### config.mk
export PLATFORM = sky130hd
export DESIGN_NAME = key_debounce_bank
export DESIGN_NICKNAME = d
export VERILOG_FILES = /design/src/rtl/key_debounce_bank.sv
export SDC_FILE = /design/constraint.sdc
export NUM_CORES = 1
export LEC_CHECK = 0
export ABC_AREA = 1
export CAP_MARGIN = 20
export CELL_PAD_IN_SITES_DETAIL_PLACEMENT = 1
export CELL_PAD_IN_SITES_GLOBAL_PLACEMENT = 2
export CORE_MARGIN = 5
export CORE_UTILIZATION = 41
export CTS_BUF_LIST = sky130_fd_sc_hd__clkbuf_4
export DETAILED_ROUTE_END_ITERATION = 10
export PLACE_DENSITY = 0.95
export SLEW_MARGIN = 0
export SYNTH_ARGS = -nofsm -noshare
export SYNTH_HDL_FRONTEND = slang
export SYNTH_SLANG_ARGS = --single-unit
export TNS_END_PERCENT = 1
### constraint.sdc
create_clock -name clk -period 2.25 [get_ports clk]
set_input_delay 0.225 -clock clk [delete_from_list [all_inputs] [get_ports clk]]
set_output_delay 0.225 -clock clk [all_outputs]
set_load 0.05 [all_outputs]
### src/rtl/key_debounce_bank.sv
// key_debounce_bank: per-channel two-flop synchroniser, stability-counter
// debouncer and registered press/release edge pulses. The optional
// auto-repeat generator is enabled by defining KEY_DEBOUNCE_BANK_REPEAT_EN.
// Without that macro, repeat_pulse is tied to 0.
module key_debounce_bank #(
    parameter int WIDTH         = 4,
    parameter int DEPTH_W       = 16,
    parameter int INVERT        = 1,
    parameter int REPEAT_DELAY  = 1000,
    parameter int REPEAT_PERIOD = 250
) (
    input  logic             clk,
    input  logic             reset,
    input  logic [WIDTH-1:0] raw,
    output logic [WIDTH-1:0] level,
    output logic [WIDTH-1:0] pressed,
    output logic [WIDTH-1:0] released,
    output logic [WIDTH-1:0] repeat_pulse,
    output logic             any_change
);

    // Value that a released key presents on raw.
    localparam logic               IDLE    = (INVERT != 0);
    localparam logic [DEPTH_W-1:0] CNT_MAX = '1;

    // The repeat timing would be meaningless below two cycles, so reject
    // such parameters at elaboration.
    if (REPEAT_DELAY < 2 || REPEAT_PERIOD < 2 || DEPTH_W < 1 || WIDTH < 1) begin : g_bad_params
        $error("key_debounce_bank: illegal parameter value");
    end

    logic [WIDTH-1:0]              sync1;
    logic [WIDTH-1:0]              sync2;
    logic [WIDTH-1:0]              sample;
    logic [WIDTH-1:0][DEPTH_W-1:0] cnt;
    logic [WIDTH-1:0][DEPTH_W-1:0] cnt_nxt;
    logic [WIDTH-1:0]              level_nxt;
    logic [WIDTH-1:0]              rise;
    logic [WIDTH-1:0]              fall;

    // Two-flop synchroniser. Reset loads the idle raw value so that leaving
    // reset looks like "nothing pressed".
    always_ff @(posedge clk or negedge reset) begin
        // NOTE: registers take non-blocking assignments, so every flop
        // samples the pre-edge value of its neighbours.
        if (!reset) begin
            sync1 <= {WIDTH{IDLE}};
            sync2 <= {WIDTH{IDLE}};
        end else begin
            sync1 <= raw;
            sync2 <= sync1;
        end
    end

    // Logical sample: 1 means pressed, whatever the key polarity.
    assign sample = sync2 ^ {WIDTH{IDLE}};

    // Stability counting. A disagreement held through MAX counted cycles
    // commits the new level. Any agreement restarts the count.
    always_comb begin
        // NOTE: every output gets a default first, so no path leaves a
        // value unassigned and no latch is inferred.
        level_nxt = level;
        cnt_nxt   = '0;
        rise      = '0;
        fall      = '0;
        for (int i = 0; i < WIDTH; i++) begin
            if (sample[i] != level[i]) begin
                if (cnt[i] == CNT_MAX) begin
                    level_nxt[i] = sample[i];
                    rise[i]      = sample[i];
                    fall[i]      = ~sample[i];
                end else begin
                    cnt_nxt[i] = cnt[i] + 1'b1;
                end
            end
        end
    end

    // Debounce state and registered edge pulses. These appear in the same
    // cycle as the new level.
    always_ff @(posedge clk or negedge reset) begin
        // NOTE: the counter array is reset explicitly. A partial count that
        // survived reset could commit a level change too early.
        if (!reset) begin
            cnt        <= '0;
            level      <= '0;
            pressed    <= '0;
            released   <= '0;
            any_change <= 1'b0;
        end else begin
            cnt        <= cnt_nxt;
            level      <= level_nxt;
            pressed    <= rise;
            released   <= fall;
            any_change <= |(rise | fall);
        end
    end

`ifdef KEY_DEBOUNCE_BANK_REPEAT_EN
    localparam int RMAX = (REPEAT_DELAY > REPEAT_PERIOD) ? REPEAT_DELAY : REPEAT_PERIOD;
    localparam int RW   = $clog2(RMAX);
    localparam logic [RW-1:0] DELAY_LAST  = RW'(REPEAT_DELAY - 1);
    localparam logic [RW-1:0] PERIOD_LAST = RW'(REPEAT_PERIOD - 1);

    logic [WIDTH-1:0][RW-1:0] rcnt;
    logic [WIDTH-1:0]         rphase;

    // Auto-repeat. The counter starts on the press edge. The first pulse
    // comes REPEAT_DELAY cycles later, then one pulse every REPEAT_PERIOD
    // cycles. A key that is (or is about to be) released clears everything
    // on that same edge.
    always_ff @(posedge clk or negedge reset) begin
        if (!reset) begin
            rcnt         <= '0;
            rphase       <= '0;
            repeat_pulse <= '0;
        end else begin
            for (int i = 0; i < WIDTH; i++) begin
                if (!level_nxt[i] || rise[i]) begin
                    rcnt[i]         <= '0;
                    rphase[i]       <= 1'b0;
                    repeat_pulse[i] <= 1'b0;
                end else if (rcnt[i] == (rphase[i] ? PERIOD_LAST : DELAY_LAST)) begin
                    rcnt[i]         <= '0;
                    rphase[i]       <= 1'b1;
                    repeat_pulse[i] <= 1'b1;
                end else begin
                    rcnt[i]         <= rcnt[i] + 1'b1;
                    repeat_pulse[i] <= 1'b0;
                end
            end
        end
    end
`else
    assign repeat_pulse = '0;
`endif

endmodule

Word level (Yosys, flattened, before mapping)
Cells that the tools add are included.
- word-level logic and storage cells: 60
- output and inout bits: 17
- register bits: 85
- input bits: 6
- add/subtract/negate cells: 4
- reduce and logical (&&, ||, !) cells: 5
- bitwise logic cells: 6
- mux-type cells: 24
- equality and inequality tests: 8
- operator list (kind ; count):
    16-bit 2-to-1 mux ; 8
    16-bit by 1-bit adder with 16-bit output (second input constant) ; 4
    16-bit equality test (second input constant) ; 4
    1-bit 2-to-1 mux ; 16
    2-bit AND reduction ; 4
    1-bit != test ; 4
    1-bit inverter ; 4
    4-bit inverter ; 1
    4-bit bitwise OR ; 1
    4-bit OR reduction ; 1

Depth between registers and ports, before layout
- depth after elaboration: 6
- depth in mapped cells: 9
- gate-level depth less buffers: 9

Least setup slack after synthesis
Ideal clock, no wire load.
- path type: reg2reg
- from: register level[2]
- to: register cnt[43] (netlist name)
- path buffers: 0
- clock period less this slack: 1406 ps
- stages on the path, launching flop included: 7
- slack: 844 ps
- arrival time: 1335 ps
- library setup time: 71 ps
- data required time: 2179 ps
- path through: dfrtp_1 > or2_4 > nand2_4 > inv_2 > nor2_1 > nand2_1 > nor2_1
- RTL lines (item ; RTL line ; text):
    start: declaration ; 15 ; output logic [WIDTH-1:0] level,
    start signal: assignment ; 93 ; level <= level_nxt;
    end signal: assignment ; 92 ; cnt <= cnt_nxt;
    end: declaration ; 35 ; logic [WIDTH-1:0][DEPTH_W-1:0] cnt;

Worst setup path in the final report
- from: register level[1]
- to: output port level[1]
No word-level cell between the ends.

==> flow_summary_export.csv <==
group,metric,value,unit
clock_network,numCtsBuffers,9,
pwr,comb_power_share,5.3,%
routing,firstDrtPassIters,4,
floorplan,ios,23,
place,port_buffers,18,
sta,period_share,84.3,%
finish,post-route-util,46.3,%
finish,layout.nets,550,
pwr,powerDensity,524,nW/um2
run,maxCapViolCount,0,
min_path,holdPathStages,1,
floorplan,initial_core_util,41.7,%
critical_path,worstSetupPathType,"reg2out",
clock_network,ctsResizeCount,0,
finish,diodes,0,
status,status,"finished clean",
routing,vias,3223,
critical_path,cp_slowest_cell,"clkdlybuf4s50_1",
sta,maxSlewHeadroom,65.7,%
floorplan,dieHeight,112,um
synth,avgSynthCellArea,8.37,um2
sta,tns,0,ns
clock_network,worstSkewPairLatency,0.45,ns
routing,drc,0,
pwr,p_leak,0.00201,uW
global_routing,grt_antenna_before_repair,0,
clock_network,htreeDepth,3,
floorplan,die_w,112,um
clock_network,clk_path_buf_depth,2,
place,pre_cts_slack,0.796,ns
place,hpwl,6790,um
critical_path,cp.arrival,1.67,ns
synth,ys_seq_elements,85,
floorplan,die_area,12600,um2
floorplan,core,10200,um2
sta,fin_crit,1.90,ns
critical_path,slowest_delay,0.82,ns
routing,vias_per_cell,4.73,
pwr,p_sw,618,uW
critical_path,reg2regPathDepth,8,
sta,rsz0062_at_grt,"no",
synth,syn_area,4270,um2
pwr,p_clk_share,31.1,%
clock_network,post_cts_buffers,0,
min_path,holdPathEnd,"sync1[1]",
routing,drtIter0Drc,81,
clock_network,cts_sinks,85,
pwr,swShare,24.9,%
critical_path,cp-end-kind,"output port",
finish,final_layout_size_suffix_gt1_share,13.2,%
sta,hold_violations,0,
critical_path,crit_chain,"clkdlybuf4s50_1",
critical_path,reg2reg_to,"cnt[43]",
sta,drv_slew,0,
global_routing,grt_pass1_vias,3427,
floorplan,rows,37,
min_path,min_from,"raw[1]",
critical_path,worstPathRequired,2.03,ns
clock_network,cts_root_buffer,"clkbuf_4",
global_routing,grt_overflow,0,
critical_path,worst-path-buf-inv,1,
sta,fmax,0.527,GHz
sta,worst_pin_slew,0.514,ns
clock_network,cts_tree,"built",
routing,wirelength,9020,um
clock_network,clkTransAtPathRegs,0.13,ns
critical_path,cp-start-kind,"flip-flop",
critical_path,worstPathMaxFanout,4,
pwr,p_seq_share,63.6,%
synth,ys_warn_count,0,
sta,setup_slack,0.354,ns
sta,skew,0.0158,ns
critical_path,rrSetupSlack,0.78,ns
critical_path,rr_startpoint,"cnt[32]",
pwr,peakVddDrop,0.338,mV
finish,synthToLayoutAreaGrowth,11.0,%
routing,wl_per_cell,13.2,um
place,gp_congestion,0.836,
synth,syn-instance-count,510,
routing,ant_nets,0,
pwr,p_int,1870,uW
synth,ys_types,29,
global_routing,grtUsageTotal,15.8,%
global_routing,grt_max_degree,86,
clock_network,hold_buffers,1,
sta,setup_violations,0,
critical_path,path_delay_family,"buffers and inverters",
synth,synth-seq-area-share,50.0,%
global_routing,grt_pass1_wl,16100,um
min_path,hold_path_class,"in2reg",
## synth_stat cells (all sizes together)
cell type  instances  area, um2
a21oi              8       40.0
and2               1       6.26
buf                4       30.0
conb               1       3.75
dfrtp             77       1930
dfstp              8        210
ha                 4       50.1
inv               50        188
nand2            119        499
nand3             28        155
nand4              8       50.1
nor2             141        619
nor3              10       60.1
nor3b              4       30.0
o21ai              8       66.3
o21bai             5       37.5
or2                2       17.5
xnor2              9       78.8
xor2              23        201
## layer usage
metal	GRT usage (%)	wire (um)
met1	19.4	4140
met2	27.5	4500
met3	4.42	277
met4	4.33	115
met5	0	0
## cells in the final DEF (no fill, tap or decap)
cell type,instances
nor2_1,125
nand2_1,104
dfrtp_1,77
inv_1,43
nand3_1,25
xor2_1,23
clkdlybuf4s50_1,17
clkbuf_4,13
nand2_2,12
nor2_4,10
xnor2_1,9
nand4_1,8
a21oi_1,8
nor3_1,8
dfstp_2,8
inv_2,7
nor2_2,6
o21bai_1,5
nor3b_1,4
o21ai_1,4
ha_1,4
conb_1,4
nand2_4,3
nand3_2,3
or2_4,2
o21ai_4,2
nor3_2,2
clkinv_1,2
o21ai_0,1
and2_1,1
o21ai_2,1
clkinv_2,1
dlygate4sd3_1,1
buf_4,1
buf_12,1
## final cells by class
type	count	area (um2)
tap	136	170
timing repair buffer	20	208
inverter	50	188
clock buffer	13	97.6
fill	1264	5490
multi-input combinational	374	1930
clock inverter	3	12.5
sequential	85	2140
## stage by stage
| step | power [uW] | hold slack [ns] | cell area (um2) | instances |
|---|---|---|---|---|
| floorplan | 1680 | -0.0706 | 4280 | 513 |
| finish | 2480 | 0.173 | 4740 | 681 |
| global route | 2630 | 0.121 | 4740 | 681 |
| CTS | 2540 | 0.136 | 4740 | 681 |
| global placement | 1740 | 0.296 | 4620 | 664 |
| detailed placement | 1740 | 0.301 | 4620 | 664 |
## sequential cells by signal (all words and copies together), names as in the netlist
signal      cells
cnt            64
released        4
level           4
any_change      1
pressed         4
sync2           4
sync1           4
## power by group through the flow
stage / clock [uW] / combinational (uW) / sequential [uW]
after floorplan: 0 / 80.2 / 1600
after global placement: 0 / 132 / 1610
after detailed placement: 0 / 136 / 1610
after CTS: 826 / 137 / 1580
after global routing: 890 / 155 / 1590
final: 772 / 132 / 1580
## kinds of logic (layout without fill, tap and decap cells)
logic type,Yosys count,count (layout),share of synthesized area (%)
buf+inv,54,86,5.10
compound gates,21,21,3.37
flops,85,85,50.0
fa+ha+maj,4,4,1.17
other cells,1,4,0.0878
xor+xnor,32,32,6.56
simple gates,313,313,33.7
## worst max path at each step
| stage | slack (ns) | endpoint | cells past startpoint | startpoint |
|---|---|---|---|---|
| floorplan | 0.84 | cnt[43] | 6 | level[2] |
| global placement | 0.85 | cnt[25] | 8 | cnt[16] |
| detailed placement | 0.80 | cnt[43] | 8 | cnt[32] |
| CTS | 0.31 | level[1] | 1 | level[1] |
| global route | 0.24 | level[0] | 1 | level[0] |
| finish | 0.35 | level[1] | 1 | level[1] |
No activity file was read; power rests on OpenSTA's default activity.
